<file path="config.mk">
export PLATFORM = sky130hd
export DESIGN_NAME = riscv_mc_controller
export DESIGN_NICKNAME = d
export VERILOG_FILES = /design/src/rtl/riscv_mc_controller.sv
export SDC_FILE = /design/constraint.sdc
export NUM_CORES = 1
export LEC_CHECK = 0
export BUFFER_PORTS_ARGS = -buffer_cell sky130_fd_sc_hd__buf_4
export CAP_MARGIN = 10
export CELL_PAD_IN_SITES_DETAIL_PLACEMENT = 2
export CELL_PAD_IN_SITES_GLOBAL_PLACEMENT = 2
export CORE_MARGIN = 3
export CORE_UTILIZATION = 25
export CTS_CLUSTER_DIAMETER = 40
export DETAILED_ROUTE_END_ITERATION = 12
export GPL_TIMING_DRIVEN = 0
export PLACE_DENSITY_LB_ADDON = 0.1
export SYNTH_ARGS = -nofsm -noshare
export SYNTH_HDL_FRONTEND = slang
export SYNTH_SLANG_ARGS = --single-unit
</file>
<file path="constraint.sdc">
create_clock -name clk -period 4.5 [get_ports clk]
set_clock_uncertainty 0.1 [all_clocks]
set_input_delay 0.9 -clock clk [delete_from_list [all_inputs] [get_ports clk]]
set_output_delay 0.9 -clock clk [all_outputs]
set_load 0.03 [all_outputs]
</file>
<file path="src/rtl/riscv_mc_controller.sv">
// rtl/riscv_mc_controller.sv - multicycle RV32I control FSM with ready-handshake memory port
module riscv_mc_controller #(
  parameter bit MEM_HANDSHAKE = 1'b1,
  parameter int ALU_CTRL_W    = 3
) (
  input  logic                  clk,
  input  logic                  reset,
  input  logic [6:0]            op,
  input  logic [2:0]            funct3,
  input  logic                  funct7b5,
  input  logic                  Zero,
  input  logic                  MemReady,
  output logic                  MemReq,
  output logic                  MemWrite,
  output logic                  AdrSrc,
  output logic                  IRWrite,
  output logic                  PCWrite,
  output logic                  RegWrite,
  output logic [1:0]            ResultSrc,
  output logic [1:0]            ALUSrcA,
  output logic [1:0]            ALUSrcB,
  output logic [2:0]            ImmSrc,
  output logic [ALU_CTRL_W-1:0] ALUControl,
  output logic                  Illegal
);

  typedef enum logic [3:0] {
    S_FETCH, S_DECODE, S_MEMADR, S_MEMREAD, S_MEMWRITE, S_MEMWB, S_EXECR, S_EXECI,
    S_ALUWB, S_BRANCH, S_JAL, S_JALR, S_LINK, S_LUI, S_ILLEGAL
  } state_t;

  localparam logic [6:0] OP_LOAD = 7'b0000011, OP_STORE = 7'b0100011, OP_R    = 7'b0110011,
                         OP_I    = 7'b0010011, OP_BR    = 7'b1100011, OP_JAL  = 7'b1101111,
                         OP_JALR = 7'b1100111, OP_LUI   = 7'b0110111, OP_AUIPC = 7'b0010111;

  localparam logic [2:0] IMM_I = 3'b000, IMM_S = 3'b001, IMM_B = 3'b010, IMM_J = 3'b011, IMM_U = 3'b100;

  localparam logic [2:0] ALU_ADD = 3'b000, ALU_SUB = 3'b001, ALU_AND = 3'b010, ALU_OR  = 3'b011,
                         ALU_XOR = 3'b100, ALU_SLT = 3'b101, ALU_SLL = 3'b110, ALU_SRL = 3'b111;

  state_t     state;
  logic       ready;
  logic       alu_bad;
  logic       br_bad;
  logic [2:0] alu;

  assign ready   = MEM_HANDSHAKE ? MemReady : 1'b1;
  // sltu and sra have no ALU encoding, so they trap rather than execute wrongly
  assign alu_bad = (funct3 == 3'b011) || ((funct3 == 3'b101) && funct7b5);
  assign br_bad  = (funct3[2:1] != 2'b00);

  function automatic logic [2:0] alu_dec(input logic [2:0] f3, input logic f7, input logic is_r);
    case (f3)
      3'b000:  alu_dec = (is_r && f7) ? ALU_SUB : ALU_ADD;
      3'b001:  alu_dec = ALU_SLL;
      3'b010:  alu_dec = ALU_SLT;
      3'b100:  alu_dec = ALU_XOR;
      3'b101:  alu_dec = ALU_SRL;
      3'b110:  alu_dec = ALU_OR;
      3'b111:  alu_dec = ALU_AND;
      default: alu_dec = ALU_ADD;
    endcase
  endfunction

  always_ff @(posedge clk or posedge reset) begin
    if (reset) begin
      state <= S_FETCH;
    end else begin
      case (state)
        S_FETCH:    if (ready) state <= S_DECODE;
        S_DECODE: begin
          case (op)
            OP_LOAD, OP_STORE: state <= S_MEMADR;
            OP_R:              state <= S_EXECR;
            OP_I:              state <= S_EXECI;
            OP_BR:             state <= S_BRANCH;
            OP_JAL:            state <= S_JAL;
            OP_JALR:           state <= S_JALR;
            OP_LUI:            state <= S_LUI;
            OP_AUIPC:          state <= S_ALUWB;
            default:           state <= S_ILLEGAL;
          endcase
        end
        S_MEMADR:   state <= op[5] ? S_MEMWRITE : S_MEMREAD;
        S_MEMREAD:  if (ready) state <= S_MEMWB;
        S_MEMWRITE: if (ready) state <= S_FETCH;
        S_MEMWB, S_ALUWB, S_LUI: state <= S_FETCH;
        S_EXECR, S_EXECI: state <= alu_bad ? S_ILLEGAL : S_ALUWB;
        S_BRANCH:   state <= br_bad ? S_ILLEGAL : S_FETCH;
        S_JAL:      state <= S_ALUWB;
        S_JALR:     state <= S_LINK;
        S_LINK:     state <= S_ALUWB;
        S_ILLEGAL:  state <= S_ILLEGAL;
        default:    state <= S_FETCH;
      endcase
    end
  end

  always_comb begin
    MemReq    = 1'b0;
    MemWrite  = 1'b0;
    AdrSrc    = 1'b0;
    IRWrite   = 1'b0;
    PCWrite   = 1'b0;
    RegWrite  = 1'b0;
    ResultSrc = 2'b00;
    ALUSrcA   = 2'b00;
    ALUSrcB   = 2'b00;
    ImmSrc    = IMM_I;
    alu       = ALU_ADD;
    Illegal   = 1'b0;
    case (state)
      S_FETCH: begin
        MemReq    = 1'b1;
        ALUSrcB   = 2'b10;
        ResultSrc = 2'b10;
        IRWrite   = ready;
        PCWrite   = ready;
      end
      S_DECODE: begin
        ALUSrcA = 2'b01;
        ALUSrcB = 2'b01;
        case (op)
          OP_BR:           ImmSrc = IMM_B;
          OP_JAL:          ImmSrc = IMM_J;
          OP_AUIPC, OP_LUI: ImmSrc = IMM_U;
          default:         ImmSrc = IMM_I;
        endcase
      end
      S_MEMADR: begin
        ALUSrcA = 2'b10;
        ALUSrcB = 2'b01;
        ImmSrc  = op[5] ? IMM_S : IMM_I;
      end
      S_MEMREAD: begin
        MemReq = 1'b1;
        AdrSrc = 1'b1;
      end
      S_MEMWRITE: begin
        MemReq   = 1'b1;
        MemWrite = 1'b1;
        AdrSrc   = 1'b1;
      end
      S_MEMWB: begin
        ResultSrc = 2'b01;
        RegWrite  = 1'b1;
      end
      S_EXECR: begin
        ALUSrcA = 2'b10;
        alu     = alu_dec(funct3, funct7b5, 1'b1);
      end
      S_EXECI: begin
        ALUSrcA = 2'b10;
        ALUSrcB = 2'b01;
        alu     = alu_dec(funct3, funct7b5, 1'b0);
      end
      S_ALUWB: RegWrite = 1'b1;
      S_BRANCH: begin
        ALUSrcA = 2'b10;
        alu     = ALU_SUB;
        PCWrite = !br_bad && (Zero ^ funct3[0]);
      end
      S_JAL: begin
        ALUSrcA = 2'b01;
        ALUSrcB = 2'b10;
        PCWrite = 1'b1;
      end
      S_JALR: begin
        ALUSrcA   = 2'b10;
        ALUSrcB   = 2'b01;
        ResultSrc = 2'b10;
        PCWrite   = 1'b1;
      end
      S_LINK: begin
        ALUSrcA = 2'b01;
        ALUSrcB = 2'b10;
      end
      S_LUI: begin
        ImmSrc    = IMM_U;
        ResultSrc = 2'b11;
        RegWrite  = 1'b1;
      end
      S_ILLEGAL: Illegal = 1'b1;
      default: ;
    endcase
    // async reset forces FETCH, whose Moore outputs would otherwise request memory
    if (reset) begin
      MemReq   = 1'b0;
      MemWrite = 1'b0;
      IRWrite  = 1'b0;
      PCWrite  = 1'b0;
      RegWrite = 1'b0;
      Illegal  = 1'b0;
    end
  end

  always_comb begin
    ALUControl      = '0;
    ALUControl[2:0] = alu;
  end

endmodule

</file>
==> results of run 1 <==
==> layer usage <==
metal	up-vias	share of wire, %	global-route usage [%]
met5	-	0	0
met4	0	0.52	5.79
met3	3	3.7	1.98
met2	30	51	31.7
met1	518	45	24.5
li1	510	-	-
==> metrics by stage <==
step	std cells	util (%)	area, um2
finish	198	38.1	1100
global route	198	38.1	1100
CTS	198	38.1	1100
detailed placement	195	37.3	1080
global placement	195	37.3	1080
floorplan	122	-	797
==> cells by family (layout without fill, tap and decap cells) <==
family                 Yosys count  in the layout  share of synthesized area, %
flip-flops                       4              4                          12.6
multiplexers                     3              3                          3.77
buffers and inverters           12             46                          6.59
AND/OR/NAND/NOR                 61             61                          40.3
AO/OA/AOI/OAI                   37             37                          31.2
XOR/XNOR                         5              5                          5.49
==> cell usage in the layout, fill, tap and decap left out, types with 3 or more instances in the layout <==
cell type and n:
clkbuf_4 3, dfrtp_1 4, buf_4 31, nand3b_1 4, o21a_1 5, nand2_1 12
mux2i_1 3, o21ai_0 8, xor2_1 4, nand2b_1 6, nor2b_1 4, a21oi_1 7
buf_2 6, nor3_1 5, nor2_1 17
==> cells in the mapped netlist (3+ instances only) <==
cell type	instances	area, um2
xor2_1	4	35.0
buf_2	6	30.0
dfrtp_1	4	100
o21a_1	5	37.5
nand2_1	12	45.0
nand3b_1	4	30.0
a21oi_1	7	35.0
o21ai_0	8	40.0
mux2i_1	3	30.0
nor3_1	5	25.0
nor2b_1	4	25.0
nor2_1	17	63.8
nand2b_1	6	37.5
==> final timing paths <==
kind                                  end  slack [ps]  cells after the start
worst max-delay path            ImmSrc[2]        1570                      5
worst min-delay path             state[0]         510                      2
worst max register to register   state[3]        2750                      4
worst min register to register   state[0]         710                      3
max in group asynchronous        state[2]        3610                      2
min in group clk                 state[0]         710                      3
==> power by group through the flow <==
stage	Combinational (mW)	Sequential [mW]	Clock, mW
2_1_floorplan	0.357	0.0576	0
3_3_place_gp	0.520	0.0599	0
3_5_place_dp	0.531	0.0611	0
4_1_cts	0.534	0.0613	0.0487
5_1_grt	0.580	0.0650	0.0524
6_report	0.530	0.0614	0.0493
==> worst reg2reg max path, cell delays in order (launching register included) <==
cell and delay [ps]:
dfrtp_1 380, clkbuf_1 360, buf_1 470, o211ai_1 170, o21a_1 160
==> final cells by class <==
| cell class | instances | area (um2) |
|---|---|---|
| Timing Repair Buffer | 31 | 233 |
| Multi-Input combinational cell | 106 | 644 |
| Tap cell | 42 | 52.6 |
| Sequential cell | 4 | 100 |
| Fill cell | 386 | 1800 |
| Clock buffer | 3 | 22.5 |
| Buffer | 10 | 45.0 |
| Inverter | 2 | 7.51 |
==> reports/results.tsv, run 1 <==
stage	metric	value	unit
clock_tree	cts_made_buffers	3	
cells_and_area	antenna_cells	0	
worst_setup_path	critPathLaunchType	register	
detailed_routing	drt_wl_total	3490	um
placed_design	dp_hpwl	2720	um
sta	worst_pin_slew	518	ps
power	ir_drop	0.298	mV
yosys	synth_edf_count	0	
yosys	synthCells	122	
cells_and_area	largest_register_ffs	4	
clock_tree	cts_root_buffer	clkbuf_4	
worst_setup_path	critPathLaunch	state[3]	
sta	finalMaxSlewViolations	0	
sta	rsz0062_at_grt	false	
sta	relSlewSlack	65.4	%
detailed_routing	drc_errors	0	
job	max_cap_viol_count	0	
grt	antenna_found_initial	0	
cells_and_area	largest-register	state	
worst_setup_path	crit_arrival	1930	ps
worst_setup_path	cp.required	3500	ps
detailed_routing	via_count	1061	
hold_path	holdCritPathClass	input pin to asynchronous set/reset pin	
power	switching_share	57.7	%
die	start_util	27.5	%
worst_setup_path	max_stage_delay	460	ps
cells_and_area	nets	173	
worst_setup_path	path_delay_family	buffers and inverters	
clock_tree	cts_setup_buffers	0	
grt	grt_max_degree	11	
sta	final-setup-viol-count	0	
clock_tree	clockBufferDepth	2	
yosys	ys_async_sr_fraction	100	%
worst_setup_path	path_max_fanout	10	
detailed_routing	antenna_left	0	
clock_tree	worstSkewPairLatency	250	ps
grt	overflow	0	
die	rows	19	
power	power_frac_comb	82.7	%
sta	worst_slack	1570	ps
power	p_clk_share	7.7	%
yosys	yosysWarnings	0	
clock_tree	cts_tree	yes	
worst_setup_path	r2r_start	state[3]	
placed_design	pre_cts_ws	1620	ps
clock_tree	clk_pin_slew	40	ps
power	pwr_density_cell	580	mW/mm2
sta	hold_viol	0	
power	finalPower	641	uW
worst_setup_path	endpoint_kind	primary output	
detailed_routing	wl_per_cell	17.6	um
worst_setup_path	cp_num_buf_inv	3	
detailed_routing	drt_pass1_iterations	7	
die	core_area	0.00290	mm2
cells_and_area	drive_gt1_share	28.8	%
sta	period_share	65.1	%
detailed_routing	drt_iter0_markers	43	
run_status	status	finished clean	
yosys	yosysSeqAreaShare	12.6	%
sta	fmax	341	MHz
sta	holdWs	506	ps
power	intPower	271	uW
sta	period_needed	2930	ps
yosys	syn_area	797	um2
clock_tree	cts_resized	0	
die	dieArea	0.00390	mm2
yosys	syn_nets	137	
clock_tree	numClockSinks	4	
yosys	ys_types	39	
cells_and_area	area_growth	38.6	%
die	io_pins	34	
detailed_routing	via_per_inst	5.36	
worst_setup_path	slowest_stage	buf_1	
clock_tree	hold_buffers	0	
yosys	synth_area_per_cell	6.53	um2
worst_setup_path	worstSetupPathType	register to primary output	
yosys	synthFlopType	dfrtp_1	
placed_design	numPortBuffers	31	
yosys	ys_ff_latch	4	
cells_and_area	reg_top3	state x4	
worst_setup_path	crit_chain	clkbuf_1 > buf_1 > a22oi_1 > nor2_1 > buf_4	
power	p_seq_share	9.6	%
die	die_h	62.5	um
grt	grt_pass1_wl	6000	um
clock_tree	cts.htree.levels	1	
placed_design	routabilityCongestion	0.831	
grt	grt_util_all_layers	18.6	%
power	switchingPower	370	uW
grt	grt_pass1_vias	1151	
sta	setup_tns	0	ps
die	die-width	62.5	um
power	p_leak	0.487	nW
Power figures use the tool's default switching activity.
==> inputs of run 2 (changes only) <==
--- a/config.mk
+++ b/config.mk
@@ -5,12 +5,13 @@
 export SDC_FILE = /design/constraint.sdc
 export NUM_CORES = 1
 export LEC_CHECK = 0
+export ABC_AREA = 1
 export BUFFER_PORTS_ARGS = -buffer_cell sky130_fd_sc_hd__buf_4
 export CAP_MARGIN = 10
 export CELL_PAD_IN_SITES_DETAIL_PLACEMENT = 2
 export CELL_PAD_IN_SITES_GLOBAL_PLACEMENT = 2
 export CORE_MARGIN = 3
-export CORE_UTILIZATION = 25
+export CORE_UTILIZATION = 21
 export CTS_CLUSTER_DIAMETER = 40
 export DETAILED_ROUTE_END_ITERATION = 12
 export GPL_TIMING_DRIVEN = 0
==> constraint.sdc (replaced) <==
create_clock -name clk -period 2.9 [get_ports clk]
set_clock_uncertainty 0.1 [all_clocks]
set_input_delay 0.58 -clock clk [delete_from_list [all_inputs] [get_ports clk]]
set_output_delay 0.58 -clock clk [all_outputs]
set_load 0.03 [all_outputs]
==> run 2 against run 1 <==
Net effect: core utilization is 6.1 points lower; worst setup slack worse by 1000 ps; via count is 1.7% lower; combinational power is 34% higher; global-route usage is 3.7 points lower; final cell count is 13% higher; worst hold slack worse by 330 ps; sequential power is 76% higher; sequential share of layout area is 0.10 points higher; critical path type unchanged; critical endpoint is now MemReq.
==> reports/results.tsv, run 2 <==
stage	metric	value	unit
power	switching_share	59.9	%
cells_and_area	largest-register	state	
clock_tree	cts_root_buffer	clkbuf_4	
grt	grt_pass1_vias	1104	
worst_setup_path	cp_common_cell	inv_2	
worst_setup_path	r2r_start	state[3]	
grt	grt_util_all_layers	15.0	%
worst_setup_path	path_delay_family	simple AND/OR/NAND/NOR gates	
yosys	synthTopCellsByArea	nand2_1 (20%), dfrtp_1 (13%), nor2_1 (9.8%)	
run_status	status	finished clean	
yosys	synthMuxAreaShare	0	%
yosys	synth_fa_ha_area_share	0	%
placed_design	pre_cts_ws	677	ps
placed_design	routabilityCongestion	0.723	
worst_setup_path	worstSetupPathType	register to primary output	
cells_and_area	antenna_cells	0	
power	ir_drop	0.367	mV
sta	setup_tns	0	ps
yosys	synthCells	141	
detailed_routing	antenna_left	0	
yosys	yosys.area_share.simple	55.6	%
placed_design	numPortBuffers	33	
sta	worst_slack	546	ps
yosys	ys_ff_latch	4	
worst_setup_path	critPathLaunchType	register	
sta	holdWs	172	ps
yosys	synth_compound_area_share	19.0	%
clock_tree	numClockSinks	4	
placed_design	dp_hpwl	2620	um
die	die_h	66.3	um
yosys	yosysWarnings	0	
cells_and_area	final_common_cell	nand2_1	
clock_tree	worstSkewPairLatency	230	ps
clock_tree	cts_resized	0	
worst_setup_path	crit_path_end	MemReq	
cells_and_area	nets	194	
die	dieArea	0.00440	mm2
cells_and_area	fin_cells	223	
grt	grt_pass1_wl	5270	um
worst_setup_path	crit_arrival	1670	ps
grt	grt_max_degree	8	
detailed_routing	via_count	1043	
sta	fmax	425	MHz
power	p_clk_share	7.6	%
power	pwr_density_cell	813	mW/mm2
sta	final-setup-viol-count	0	
yosys	syn_nets	156	
detailed_routing	via_per_inst	4.68	
yosys	synth_commonest_cells	nand2_1 (40), nor2_1 (20), inv_1 (14), inv_2 (11), a21oi_1 (10)	
yosys	synth_edf_count	0	
die	die-width	66.3	um
clock_tree	cts_made_buffers	3	
cells_and_area	largest_register_ffs	4	
worst_setup_path	cp.depth	6	
detailed_routing	drt_iter0_markers	29	
sta	period_needed	2350	ps
die	rows	21	
worst_setup_path	crit_chain	nor2_1 > inv_2 > nor2_2 > inv_2 > a31oi_1 > buf_4	
sta	hold_viol	0	
worst_setup_path	cp.required	2220	ps
clock_tree	clockBufferDepth	2	
clock_tree	cts_tree	yes	
yosys	syn_area	764	um2
yosys	synth_area_per_cell	5.42	um2
yosys	yosysTopAreaCell	nand2_1	
die	io_pins	34	
worst_setup_path	rr_worst_depth	9	
power	switchingPower	532	uW
yosys	synth_top_family_by_area	simple AND/OR/NAND/NOR gates	
worst_setup_path	critPathLaunch	state[3]	
die	start_util	22.4	%
power	power_frac_comb	80.2	%
worst_setup_path	path_max_fanout	4	
detailed_routing	drt_wl_total	2990	um
power	p_leak	0.614	nW
grt	overflow	0	
worst_setup_path	max_stage_delay	390	ps
hold_path	holdCritPathClass	input pin to asynchronous set/reset pin	
die	core_area	0.00342	mm2
cells_and_area	reg_top3	state x4	
detailed_routing	drc_errors	0	
sta	relSlewSlack	80.3	%
worst_setup_path	r2r-end	state[2]	
worst_setup_path	slowest_stage	dfrtp_1	
clock_tree	hold_buffers	0	
sta	rsz0062_at_grt	false	
yosys	ys_async_sr_fraction	100	%
yosys	ys_types	25	
sta	period_share	81.2	%
clock_tree	cts_setup_buffers	0	
detailed_routing	wl_per_cell	13.4	um
job	max_cap_viol_count	0	
yosys	synth.most_common_cell	nand2_1	
power	p_seq_share	12.1	%
clock_tree	cts.htree.levels	1	
sta	worst_pin_slew	295	ps
yosys	synth_xor_area_share	0	%
cells_and_area	drive_gt1_share	37.9	%
worst_setup_path	rrSetupSlack	1360	ps
worst_setup_path	endpoint_kind	primary output	
cells_and_area	area_growth	42.9	%
clock_tree	clk_pin_slew	40	ps
yosys	synthFlopType	dfrtp_1	
yosys	yosysTopAreaCellShare	19.6	%
grt	antenna_found_initial	0	
detailed_routing	drt_pass1_iterations	4	
cells_and_area	layout_common_cells	nand2_1 (40), buf_4 (33), nor2_1 (20)	
sta	finalMaxSlewViolations	0	
yosys	yosysSeqAreaShare	13.1	%
placed_design	dp.cells	220	
cells_and_area	nFillCells	460	
worst_setup_path	cp_num_buf_inv	3	
power	intPower	356	uW
==> run 2: changes by cell type after synthesis, sizes merged, moves of 5 or more <==
cell / delta
nand2b: -6
nand2: +35
nand3: +6
inv: +23
buf: -8
nor2: +11
o21a: -5
==> run 2: power by group through the flow <==
stage,Sequential [mW],Clock [mW],Combinational [mW]
global route,0.114,0.0762,0.786
floorplan,0.102,0,0.480
CTS,0.108,0.0689,0.725
global placement,0.108,0,0.710
detailed placement,0.109,0,0.718
finish,0.108,0.0678,0.712
==> run 2: cell type report <==
cell class	instances	area, um2	area share (%)
Tap cell	46	57.6	5.27
Timing Repair Buffer	33	248	22.7
Multi-Input combinational cell	112	571	52.2
Sequential cell	4	100	9.16
Inverter	25	93.8	8.59
Clock buffer	3	22.5	2.06
==> run 2: layer usage <==
| metal | GRT usage (%) | vias up | routed length (um) |
|---|---|---|---|
| met5 | 0 | - | 0 |
| met4 | 1.52 | 0 | 0 |
| li1 | - | 528 | - |
| met1 | 21.4 | 494 | 1430 |
| met2 | 24.8 | 21 | 1450 |
| met3 | 1.53 | 0 | 118 |
==> run 2: cell families (layout without fill, tap and decap cells) <==
group           Yosys count  after routing
buf+inv                  25             61
compound gates           23             23
flops                     4              4
simple gates             89             89
==> run 2: through the flow <==
stage	utilization (%)	total power, mW	instance area [um2]
2_1_floorplan	-	0.582	764
4_1_cts	32.0	0.902	1090
3_5_place_dp	31.3	0.827	1070
5_1_grt	32.0	0.977	1090
6_report	32.0	0.888	1090
3_3_place_gp	31.3	0.817	1070
==> run 2: how the worst min path moves through the flow <==
stage / cells past startpoint / start / to
2_1_floorplan: 1 / reset / state[0]
3_3_place_gp: 2 / reset / state[2]
3_5_place_dp: 2 / reset / state[2]
4_1_cts: 2 / reset / state[1]
5_1_grt: 2 / reset / state[3]
6_report: 2 / reset / state[1]
==> inputs of run 3 (changes only) <==
--- a/config.mk
+++ b/config.mk
@@ -11,7 +11,7 @@
 export CELL_PAD_IN_SITES_DETAIL_PLACEMENT = 2
 export CELL_PAD_IN_SITES_GLOBAL_PLACEMENT = 2
 export CORE_MARGIN = 3
-export CORE_UTILIZATION = 21
+export CORE_UTILIZATION = 19
 export CTS_CLUSTER_DIAMETER = 40
 export DETAILED_ROUTE_END_ITERATION = 12
 export GPL_TIMING_DRIVEN = 0
==> constraint.sdc (replaced) <==
create_clock -name clk -period 2.1 [get_ports clk]
set_clock_uncertainty 0.1 [all_clocks]
set_input_delay 0.42 -clock clk [delete_from_list [all_inputs] [get_ports clk]]
set_output_delay 0.42 -clock clk [all_outputs]
set_load 0.03 [all_outputs]
==> run 3 against run 2 <==
Net effect: sequential power increased by 58%; core utilization is 1.3 points lower; clock-buffer cell count stayed put.
==> reports/results.tsv, run 3 (synthesis results as in run 2) <==
stage	metric	value	unit
worst_setup_path	critPathLaunchType	register	
die	die-width	69.4	um
sta	final-setup-viol-count	0	
cells_and_area	reg_top3	state x4	
grt	antenna_found_initial	0	
cells_and_area	antenna_cells	0	
clock_tree	numClockSinks	4	
sta	holdWs	44.0	ps
clock_tree	clk_pin_slew	30	ps
grt	grt_pass1_wl	5320	um
detailed_routing	drt_pass1_iterations	4	
worst_setup_path	endpoint_kind	primary output	
sta	period_needed	2000	ps
sta	fmax	500	MHz
detailed_routing	drt_iter0_markers	32	
placed_design	numPortBuffers	33	
clock_tree	cts_root_buffer	clkbuf_8	
die	start_util	20.3	%
grt	overflow	0	
clock_tree	worstSkewPairLatency	210	ps
worst_setup_path	max_stage_delay	420	ps
die	rows	22	
clock_tree	cts_made_buffers	3	
sta	worst_pin_slew	257	ps
clock_tree	cts_tree	yes	
detailed_routing	wl_per_cell	13.7	um
sta	rsz0062_at_grt	true	
clock_tree	clockBufferDepth	2	
cells_and_area	nets	195	
detailed_routing	via_count	1054	
detailed_routing	drc_errors	0	
worst_setup_path	cp.required	1580	ps
detailed_routing	antenna_left	0	
job	max_cap_viol_count	0	
power	pwr_density_cell	1180	mW/mm2
run_status	status	finished clean	
grt	grt_util_all_layers	12.9	%
sta	finalMaxSlewViolations	0	
placed_design	routabilityCongestion	0.783	
detailed_routing	drt_wl_total	3090	um
worst_setup_path	worstSetupPathType	register to primary output	
grt	grt_max_degree	8	
power	p_leak	0.628	nW
worst_setup_path	slowest_stage	dfrtp_1	
cells_and_area	design_area	0.00116	mm2
cells_and_area	largest-register	state	
sta	hold_viol	0	
die	io_pins	34	
grt	grt_pass1_vias	1144	
power	ir_drop	0.580	mV
detailed_routing	via_per_inst	4.66	
worst_setup_path	path_max_fanout	5	
placed_design	dp_hpwl	2660	um
die	dieArea	0.00482	mm2
die	die_h	69.4	um
cells_and_area	final_common_cell	nand2_1	
hold_path	holdCritPathClass	input pin to asynchronous set/reset pin	
worst_setup_path	cp_common_cell	inv_2	
cells_and_area	layout_common_cells	nand2_1 (40), buf_4 (34), nor2_1 (18)	
clock_tree	cts.htree.levels	1	
cells_and_area	largest_register_ffs	4	
die	core_area	0.00377	mm2
sta	relSlewSlack	82.8	%
placed_design	postPlaceCellArea	0.00108	mm2
worst_setup_path	crit_chain	inv_2 > nand2_1 > nor2_2 > inv_2 > a31oi_1 > buf_4	
power	finalPower	1.37	mW
worst_setup_path	crit_arrival	1480	ps
sta	period_share	95.2	%
cells_and_area	area_growth	51.4	%
cells_and_area	drive_gt1_share	42.1	%
[run 3: cell types whose count changed in the layout (fill, tap and decap cells not counted), sizes merged]
cell,previous run,this run
buf,33,34
[run 3: area by class of cell]
type / instances / area, um2
multi-input combinational: 112 / 603
timing repair buffer: 34 / 255
inverter: 25 / 93.8
sequential: 4 / 104
clock buffer: 3 / 41.3
tap: 48 / 60.1
fill: 479 / 2610
[run 3: metrics by stage]
| stage | cells | setup TNS (ps) | setup slack [ps] | util, % |
|---|---|---|---|---|
| after detailed placement | 222 | 0 | 132 | 28.5 |
| after global routing | 226 | -32.7 | -17.3 | 30.7 |
| final | 226 | 0 | 100 | 30.7 |
| after floorplan | 141 | 0 | 127 | - |
| after global placement | 222 | 0 | 177 | 28.5 |
| after CTS | 225 | 0 | 12.9 | 30.0 |
[run 3: path summary, 6_finish.rpt]
path / start / end / slack, ps / depth (start not counted)
worst max-delay path: state[3] / MemReq / 100 / 6
worst min-delay path: reset / state[3] / 40 / 2
worst max register to register: state[3] / state[2] / 540 / 9
worst min register to register: state[3] / state[0] / 600 / 3
max in group asynchronous: reset / state[2] / 1690 / 2
min in group clk: MemReady / state[2] / 410 / 4
[run 3: per-layer routing]
layer | GRT usage (%) | wire, um
met1 | 17.8 | 1450
met3 | 1.59 | 102
met4 | 1.95 | 0
met5 | 0 | 0
met2 | 21.7 | 1540
[run 3: worst max-delay path: cells and delay by family (launching register included)]
kind                   cells  cell delay (ps)
DFF                        1              420
and+or+nand+nor            2              370
buffers and inverters      3              350
AOI/OAI and AO/OA          1              130
[run 3: report_power, final]
part / internal, mW / switching (mW)
clock: 0.122 / 0.0368
sequential: 0.116 / 0.0549
combinational: 0.346 / 0.693
total: 0.584 / 0.784
[run 3: repair_timing]
action | 4_1_cts | 5_1_grt
endpoints found under the setup margin | 6 | 5
hold endpoints to repair | 0 | 0
hold buffers | 0 | 0
pin swaps | 0 | 2
resized for setup | 3 | 7
buffers inserted | 0 | 1
